`config.mk`:
```
export PLATFORM = sky130hd
export DESIGN_NAME = mult_div_unit
export DESIGN_NICKNAME = d
export VERILOG_FILES = /design/src/rtl/mult_div_unit_pkg.sv /design/src/rtl/mdu_divider.sv /design/src/rtl/mult_div_unit.sv
export SDC_FILE = /design/constraint.sdc
export NUM_CORES = 2
export LEC_CHECK = 0
export ABC_AREA = 1
export CAP_MARGIN = 20
export CORE_UTILIZATION = 55
export DETAILED_ROUTE_END_ITERATION = 7
export HOLD_SLACK_MARGIN = 0.02
export PLACE_DENSITY = 0.76
export SLEW_MARGIN = 20
export SYNTH_ARGS = -nofsm -noshare
export SYNTH_HDL_FRONTEND = slang
export SYNTH_SLANG_ARGS = --single-unit
```
`constraint.sdc`:
```
create_clock -name i_clock -period 20.1 [get_ports i_clock]
set_input_delay 5.025 -clock i_clock [delete_from_list [all_inputs] [get_ports i_clock]]
set_output_delay 5.025 -clock i_clock [all_outputs]
set_load 0.005 [all_outputs]
```
`src/rtl/mult_div_unit_pkg.sv`:
```
// Shared types and constants for the HI/LO multiply/divide unit.
package mult_div_unit_pkg;

    typedef enum logic [2:0] {
        MDU_MULT  = 3'd0,
        MDU_MULTU = 3'd1,
        MDU_DIV   = 3'd2,
        MDU_DIVU  = 3'd3,
        MDU_MTHI  = 3'd4,
        MDU_MTLO  = 3'd5
    } mdu_op_t;

    typedef enum logic [1:0] {
        StIdle = 2'd0,
        StMult = 2'd1,
        StDiv  = 2'd2,
        StFix  = 2'd3
    } mdu_state_t;

    localparam int unsigned MDU_DIV_STEPS = 32;
    localparam int unsigned MDU_CNT_W     = 5;

    // Magnitude as an unsigned value; 0x80000000 maps to itself, which is exact.
    function automatic logic [31:0] mdu_abs(input logic [31:0] val, input logic is_signed);
        return (is_signed && val[31]) ? (~val + 32'd1) : val;
    endfunction

endpackage

```
`src/rtl/mdu_divider.sv`:
```
// Unsigned 32-step restoring divider core; one quotient bit per i_step.
module mdu_divider
    import mult_div_unit_pkg::*;
(
    input  logic        i_clock,
    input  logic        i_reset,
    input  logic        i_load,
    input  logic        i_step,
    input  logic [31:0] i_dividend,
    input  logic [31:0] i_divisor,
    output logic [31:0] o_quotient,
    output logic [31:0] o_remainder
);

    logic [31:0] r_quo;
    logic [31:0] r_rem;
    logic [31:0] r_dvs;
    logic [32:0] w_shifted;
    logic [33:0] w_diff;

    // Shifted partial remainder can reach 33 bits when the divisor is above 2^31.
    assign w_shifted = {r_rem, r_quo[31]};
    assign w_diff    = {1'b0, w_shifted} - {2'b00, r_dvs};

    always_ff @(posedge i_clock or posedge i_reset) begin
        if (i_reset) begin
            r_quo <= '0;
            r_rem <= '0;
            r_dvs <= '0;
        end else if (i_load) begin
            r_quo <= i_dividend;
            r_rem <= '0;
            r_dvs <= i_divisor;
        end else if (i_step) begin
            if (!w_diff[33]) begin
                r_rem <= w_diff[31:0];
                r_quo <= {r_quo[30:0], 1'b1};
            end else begin
                r_rem <= w_shifted[31:0];
                r_quo <= {r_quo[30:0], 1'b0};
            end
        end
    end

    assign o_quotient  = r_quo;
    assign o_remainder = r_rem;

endmodule

```
`src/rtl/mult_div_unit.sv`:
```
// Multi-cycle HI/LO multiply/divide unit: sequencing FSM, multiplier, sign fix-up
// and the architectural HI/LO registers.
module mult_div_unit
    import mult_div_unit_pkg::*;
#(
    parameter int unsigned MULT_CYCLES = 4
) (
    input  logic        i_clock,
    input  logic        i_reset,
    input  logic        i_start,
    input  logic [2:0]  i_op,
    input  logic [31:0] i_operandA,
    input  logic [31:0] i_operandB,
    input  logic        i_flush,
    output logic        o_busy,
    output logic        o_done,
    output logic [31:0] o_hi,
    output logic [31:0] o_lo
);

    localparam logic [MDU_CNT_W-1:0] MULT_CNT_INIT = MDU_CNT_W'(MULT_CYCLES - 1);
    localparam logic [MDU_CNT_W-1:0] DIV_CNT_INIT  = MDU_CNT_W'(MDU_DIV_STEPS - 1);

    mdu_state_t           r_state, w_state_next;
    logic [MDU_CNT_W-1:0] r_cnt, w_cnt_next;
    logic [31:0]          r_hi, w_hi_next;
    logic [31:0]          r_lo, w_lo_next;
    logic                 r_done, w_done_next;
    logic [31:0]          r_op_a, r_op_b;
    logic                 r_signed, r_q_neg, r_r_neg, r_div_zero;

    mdu_op_t     w_op;
    logic        w_op_signed;
    logic        w_latch;
    logic        w_div_load;
    logic        w_div_step;
    logic [63:0] w_ext_a, w_ext_b, w_prod;
    logic [31:0] w_quo, w_rem;

    assign w_op        = mdu_op_t'(i_op);
    assign w_op_signed = (w_op == MDU_MULT) || (w_op == MDU_DIV);

    // Sign-extending both operands lets one 64-bit multiply serve MULT and MULTU.
    assign w_ext_a = {{32{r_signed & r_op_a[31]}}, r_op_a};
    assign w_ext_b = {{32{r_signed & r_op_b[31]}}, r_op_b};
    assign w_prod  = w_ext_a * w_ext_b;

    mdu_divider u_divider (
        .i_clock     (i_clock),
        .i_reset     (i_reset),
        .i_load      (w_div_load),
        .i_step      (w_div_step),
        .i_dividend  (mdu_abs(i_operandA, w_op_signed)),
        .i_divisor   (mdu_abs(i_operandB, w_op_signed)),
        .o_quotient  (w_quo),
        .o_remainder (w_rem)
    );

    always_comb begin
        w_state_next = r_state;
        w_cnt_next   = r_cnt;
        w_hi_next    = r_hi;
        w_lo_next    = r_lo;
        w_done_next  = 1'b0;
        w_latch      = 1'b0;
        w_div_load   = 1'b0;
        w_div_step   = 1'b0;
        unique case (r_state)
            StIdle: begin
                if (i_start && !i_flush) begin
                    case (w_op)
                        MDU_MTHI: w_hi_next = i_operandA;
                        MDU_MTLO: w_lo_next = i_operandA;
                        MDU_MULT, MDU_MULTU: begin
                            w_latch      = 1'b1;
                            w_cnt_next   = MULT_CNT_INIT;
                            w_state_next = StMult;
                        end
                        MDU_DIV, MDU_DIVU: begin
                            w_latch      = 1'b1;
                            w_div_load   = 1'b1;
                            w_cnt_next   = DIV_CNT_INIT;
                            w_state_next = StDiv;
                        end
                        default: ;
                    endcase
                end
            end
            StMult: begin
                if (i_flush) begin
                    w_cnt_next   = '0;
                    w_state_next = StIdle;
                end else if (r_cnt == '0) begin
                    w_hi_next    = w_prod[63:32];
                    w_lo_next    = w_prod[31:0];
                    w_done_next  = 1'b1;
                    w_state_next = StIdle;
                end else begin
                    w_cnt_next = r_cnt - 1'b1;
                end
            end
            StDiv: begin
                if (i_flush) begin
                    w_cnt_next   = '0;
                    w_state_next = StIdle;
                end else begin
                    w_div_step = 1'b1;
                    if (r_cnt == '0) begin
                        w_state_next = StFix;
                    end else begin
                        w_cnt_next = r_cnt - 1'b1;
                    end
                end
            end
            StFix: begin
                w_state_next = StIdle;
                if (!i_flush) begin
                    w_done_next = 1'b1;
                    // Divide by zero bypasses sign fix-up: all-ones quotient, raw dividend.
                    if (r_div_zero) begin
                        w_lo_next = 32'hFFFF_FFFF;
                        w_hi_next = r_op_a;
                    end else begin
                        w_lo_next = r_q_neg ? (~w_quo + 32'd1) : w_quo;
                        w_hi_next = r_r_neg ? (~w_rem + 32'd1) : w_rem;
                    end
                end
            end
        endcase
    end

    always_ff @(posedge i_clock or posedge i_reset) begin
        if (i_reset) begin
            r_state <= StIdle;
            r_cnt   <= '0;
            r_hi    <= '0;
            r_lo    <= '0;
            r_done  <= 1'b0;
        end else begin
            r_state <= w_state_next;
            r_cnt   <= w_cnt_next;
            r_hi    <= w_hi_next;
            r_lo    <= w_lo_next;
            r_done  <= w_done_next;
        end
    end

    always_ff @(posedge i_clock or posedge i_reset) begin
        if (i_reset) begin
            r_op_a     <= '0;
            r_op_b     <= '0;
            r_signed   <= 1'b0;
            r_q_neg    <= 1'b0;
            r_r_neg    <= 1'b0;
            r_div_zero <= 1'b0;
        end else if (w_latch) begin
            r_op_a     <= i_operandA;
            r_op_b     <= i_operandB;
            r_signed   <= w_op_signed;
            r_q_neg    <= w_op_signed && (i_operandA[31] ^ i_operandB[31]);
            r_r_neg    <= w_op_signed && i_operandA[31];
            r_div_zero <= (i_operandB == 32'd0);
        end
    end

    assign o_busy = (r_state != StIdle);
    assign o_done = r_done;
    assign o_hi   = r_hi;
    assign o_lo   = r_lo;

endmodule

```
==> Yosys cells after proc, flatten, opt, wreduce, memory -nomap -nowiden <==
Index checks and enable logic that the tools add are counted.
W data, S select, Z words.
{ "op_classes": {"addsub": 6, "mul": 1, "eq_ne": 18, "n_mux": 47, "bitwise_logic": 7, "reduce_logical": 22} }
{ "op_table": {"columns": ["cell", "n"], "rows": [
  ["$mux W32", 21],
  ["$pmux W32 S3", 2],
  ["$add A32 B1 Y32 const B", 4],
  ["$not A32 Y32", 4],
  ["$mul A33 B33 Y64", 1],
  ["$sub A33 B32 Y34", 1],
  ["$logic_not A32 Y1", 1],
  ["$pmux W5 S2", 2],
  ["$mux W5", 3],
  ["$reduce_and A6 Y1", 2],
  ["$mux W1", 11],
  ["$mux W2", 5],
  ["$ne A3 B3 Y1 const B", 3],
  ["$ne A2 B2 Y1 const B", 4],
  ["$pmux W2 S4", 1],
  ["$reduce_and A4 Y1", 2],
  ["$eq A3 B2 Y1 const B", 2],
  ["$eq A3 B3 Y1 const B", 2],
  ["$reduce_bool A2 Y1", 3],
  ["$reduce_or A2 Y1", 3],
  ["$logic_not A5 Y1", 1],
  ["$sub A5 B1 Y5 const B", 1],
  ["$eq A2 B2 Y1 const B", 2],
  ["$logic_and A1 B1 Y1", 4],
  ["14 further kinds", 16]
]} }
{ "totals": {"ff_bits": 236, "inputBits": 71, "out_inout_bits": 66, "wordCells": 115} }

==> Longest topological paths before layout <==
{ "logic_depth": {"depth_word": 6, "ltp_mapped": 36, "ltp_nobuf": 34} }

==> By module <==
Synthesis repeated with hierarchy kept, for this count alone.
{ "hier_totals": {"cells_unflattened": 7766, "area_unflattened_um2": 57599.0} }
{ "modules_own_cells": {"columns": ["mod", "instances", "cells_per_inst", "area_per_inst_um2", "seq_area_each_um2"], "rows": [
  ["mult_div_unit", 1, 6743, 50682.4, 3503.4],
  ["mdu_divider", 1, 1023, 6916.6, 2402.3]
]} }

==> Least setup slack after synthesis <==
OpenSTA, ideal clock, no wires.
{ "synth_path": {"path_kind": "register -> register", "startpoint": "register r_signed", "endpoint": "register r_hi[30], in the netlist o_hi[30]", "setup_time_ns": 0.077, "arrival_time_ns": 7.350, "t_required_ns": 20.023, "path_slack_ns": 12.672, "path_stages_with_launch": 28, "path_buffers": 2, "period_less_slack_ns": 7.428, "path_cell_list": "dfrtp_1 > inv_1 > clkbuf_1 > buf_1 > nor2_1 > fa_1 > inv_1 > fa_1 > inv_1 > fa_1 > inv_1 > fa_1 > fa_1 > inv_1 > fa_1 > inv_1 > fa_1 > fa_1 > inv_1 > ha_1 > inv_1 > nor3_1 > nand2_1 > nor4_1 > nand2_1 > nand3_1 > nand3_1 > a21oi_1"} }
{ "synth_via": {"elab_chain_cells": 5, "word_cells_on_any_way": 6, "cone_classes": "1 x mul; 3 x mux; 2 x bitwise"} }
{ "synth_lines": {"columns": ["element", "line_no", "rtl"], "rows": [
  ["start: declaration", "mult_div_unit.sv:30", "logic r_signed, r_q_neg, r_r_neg, r_div_zero;"],
  ["start signal: assignment", "mult_div_unit.sv:159", "r_signed <= w_op_signed;"],
  ["$and A1 B1 Y1, on equally long branches", "mult_div_unit.sv:44, mult_div_unit.sv:45", null],
  ["$mul A33 B33 Y64 *", "mult_div_unit.sv:46", "assign w_prod = w_ext_a * w_ext_b;"],
  ["$mux W32 *", "mult_div_unit.sv:93", "end else if (r_cnt == '0) begin"],
  ["$mux W32 *", "mult_div_unit.sv:90", "if (i_flush) begin"],
  ["$pmux W32 S3 *", "mult_div_unit.sv:68", "unique case (r_state)"],
  ["end signal: assignment", "mult_div_unit.sv:142", "r_hi <= w_hi_next;"],
  ["end: declaration", "mult_div_unit.sv:26", "logic [31:0] r_hi, w_hi_next;"]
]} }
Mark *: on every way between the ends. The rest lies on a longest branch, timed or not. The select of a mux whose other input is x is not followed.
A chain may end at the register's enable or synchronous reset.

==> Worst setup path in the final report <==
{ "layout_path": {"startpoint": "register r_signed", "endpoint": "register r_hi[19], in the netlist o_hi[19]"} }
Same word-level chain as after synthesis.

==> impl_results.md <==
- Antenna Violating Nets Remaining: 0
- RSZ-0062 raised after global routing: false
- DRC: 0
- Multiplexer area fraction after synthesis: 0%
- Vias per cell: about 5.6
- Final Hold Vio Count: 0
- Worst Hold Path Cells: 2
- Ys Warns: 0
- Final Cell Area: ~60,000 um^2
- Clock sink count: ~240
- Pin count of the biggest net entering global routing: roughly 110
- Yosys top cell by area: fa_1
- Worst setup EP type: flop
- Tot GR Track Use: between 30% and 40%
- Largest cells by area after synthesis: fa_1 40%, inv_1 13%, nand2_1 13%
- Worst-margin pin slew: approximately 1.1 ns
- Skew final: roughly 0.017 ns
- Most frequent CP cell: inv_1
- Synth Area in Compound Gates: slightly above 7%
- Max-cap check violation count: 0
- Ratio of final minimum period to clock period: 44.0%
- Startpoint types: flop
- Unique masters post-synth: 55
- Commonest non-fill, non-tap cell in the layout: inv_1
- Placed insts: 8,756
- Root Buffer: clkbuf_16
- Final wirelength: roughly 190,000 um
- Top cell type's share of synthesized area: roughly 40%
- Most frequent cells in the layout: 1,927 x inv_1, 1,881 x nand2_1, 1,126 x fa_1
- Mapped Cells: 7,531
- Maximum clock rate: roughly 110 MHz
- Post-Synth XOR/XNOR Area: less than 1%
- Yosys reg bits: approximately 240
- Initial Utilization: 55.5%
- # hold bufs at CTS: 0
- CP Class: reg -> reg
- Post-route minimum period: around 9 ns
- Status: finished clean
- PortBufs: ~140
- Post-synthesis simple-gate area fraction: 20.5%
- Final setup violation count: 0
- Die Ht: about 320 um
- Cell area after synthesis: about 56,000 um^2
- Setup Buffers After CTS: 0
- Post-synthesis adder-cell area fraction: approximately 46%
- Finished Layout Cells: between 8,000 and 9,000
- CTS tree: done
- Sequential area share after synthesis: a little over a tenth
- Deepest clock path buffer count: 3
- Syn nets: 8,981
- Num CTS Buffers: 26
- Placed Instance Area: 58,700 um^2
- Die Area: just over 100,000 um^2
- Critical path fanouts, max: 29
- Slew Limit Headroom: 24.4%
- Reg2reg path depth: 28
- First-pass DRT Iterations: 6
- GRT overflow: 0
- Core Rows: around 120
- Avg Cell Area, Syn: approximately 7.5 um^2
- Clk Latency, worst-skew pair: just under 0.6 ns
- Num ports: ~140
- Critical-path top delay cell: fa_1
- Wirelength per Cell: around 21 um
- Clock transition at the registers of the reported paths: roughly 0.070 ns
- DPL Wire Length: ~150,000 um
- Worst hold path class: reg -> reg
- Initial DRC Count: about 4,500
- Synth async-reset ratio: 100%
- Vias in the first global route: 51,700
- Required time of the critical path: slightly above 20 ns
- Number of antenna violations at the first check in global routing: 8
- Area Growth Syn to Fin: 5.68%
- Post-synth EDFFs: 0
- Critical path data arrival time: roughly 9.3 ns
- Die outline width: between 300 and 400 um
- Main combinational cell family by area after synthesis: adder cells
- Vias: about 50,000
- Final setup TNS: 0 ns
- Layout Nets: ~9,000
- Post-cts gate resize count: 0
- Max-slew violation count: 0
- CORE AREA: just over 100,000 um^2
- Hold slack: ~0.49 ns
- First-pass GRT wire length: slightly below 300,000 um
- Gpl congestion: just over 1
- H-tree Lvls: 1
- Worst path max stage delay: a little under 0.9 ns
- Synth Flop Type: dfrtp_1
- Layout cell share with drive strength beyond 1: between 2 and 3%
==> cell usage after synthesis, drive strengths merged, types with 10 or more instances <==
library cell and instances:
inv 1937, nand2 1886, fa 1126, nor2 430, nand3 354, o21ai 341, clkbuf 311, ha 253
dfrtp 236, a21oi 214, nand4 55, nor3 53, buf 50, or2 35, xor2 34, a21boi 24
o221ai 23, o21bai 19, o211ai 18, a31oi 15, o21a 14, xnor2 14, o22ai 13, a2bb2oi 12
nand3b 12, nor4 10
==> state kept, by name, summed over array words and instances (netlist names), 2 cells and up <==
| register | flops |
|---|---|
| u_divider.o_quotient | 32 |
| o_hi | 32 |
| u_divider.o_remainder | 32 |
| r_op_b | 32 |
| r_cnt | 5 |
| o_lo | 32 |
| u_divider.r_dvs | 32 |
| r_op_a | 32 |
| r_state | 2 |
==> cells by family after synthesis <==
family,count (synthesis)
xor gates and xnor gates,48
adders and majority gates,1379
buffers and inverters,2298
AOI/OAI and AO/OA,725
and+or+nand+nor,2845
DFF,236
==> critical path, delay by kind of cell (launching register included) <==
family | cells | cell delay, ns
adder cells (fa/ha/maj) | 9 | 5.07
buffers and inverters | 9 | 1.77
AND/OR/NAND/NOR | 9 | 1.28
flip-flops | 1 | 0.46
AO/OA/AOI/OAI | 1 | 0.07
==> final cells by class <==
type	count	area, um^2
antenna	1	2.50
clock buffer	37	793
tap	1368	1710
sequential	236	5910
timing repair buffer	218	1980
multi-input combinational	4997	41900
fill	9402	42100
clock inverter	11	143
inverter	1937	7280
==> routing by layer <==
layer	global-route usage, %	routed length [um]
met2	61.6	89300
met3	5.74	15900
met5	0	70
met1	47.9	72700
met4	19.5	11100
==> path summary, 6_finish.rpt <==
check | from | endpoint | slack, ns
max in group asynchronous | i_reset | r_state[1] | 12.76
min | u_divider.r_dvs[14] | u_divider.r_dvs[14] | 0.49
max reg2reg | r_signed | o_hi[19] | 11.26
min in group asynchronous | i_reset | u_divider.r_dvs[26] | 4.98
min reg2reg | u_divider.r_dvs[14] | u_divider.r_dvs[14] | 0.49
max | r_signed | o_hi[19] | 11.26
==> metrics by stage <==
stage	setup WS [ns]	utilization [%]
2_1_floorplan	8.60	-
3_3_place_gp	11.26	57.7
3_5_place_dp	11.14	57.7
4_1_cts	11.32	58.7
5_1_grt	10.70	58.7
6_report	11.26	58.7
Power is not shown: default switching activity piles up to over one toggle a cycle in this logic, so the estimate is an artifact.
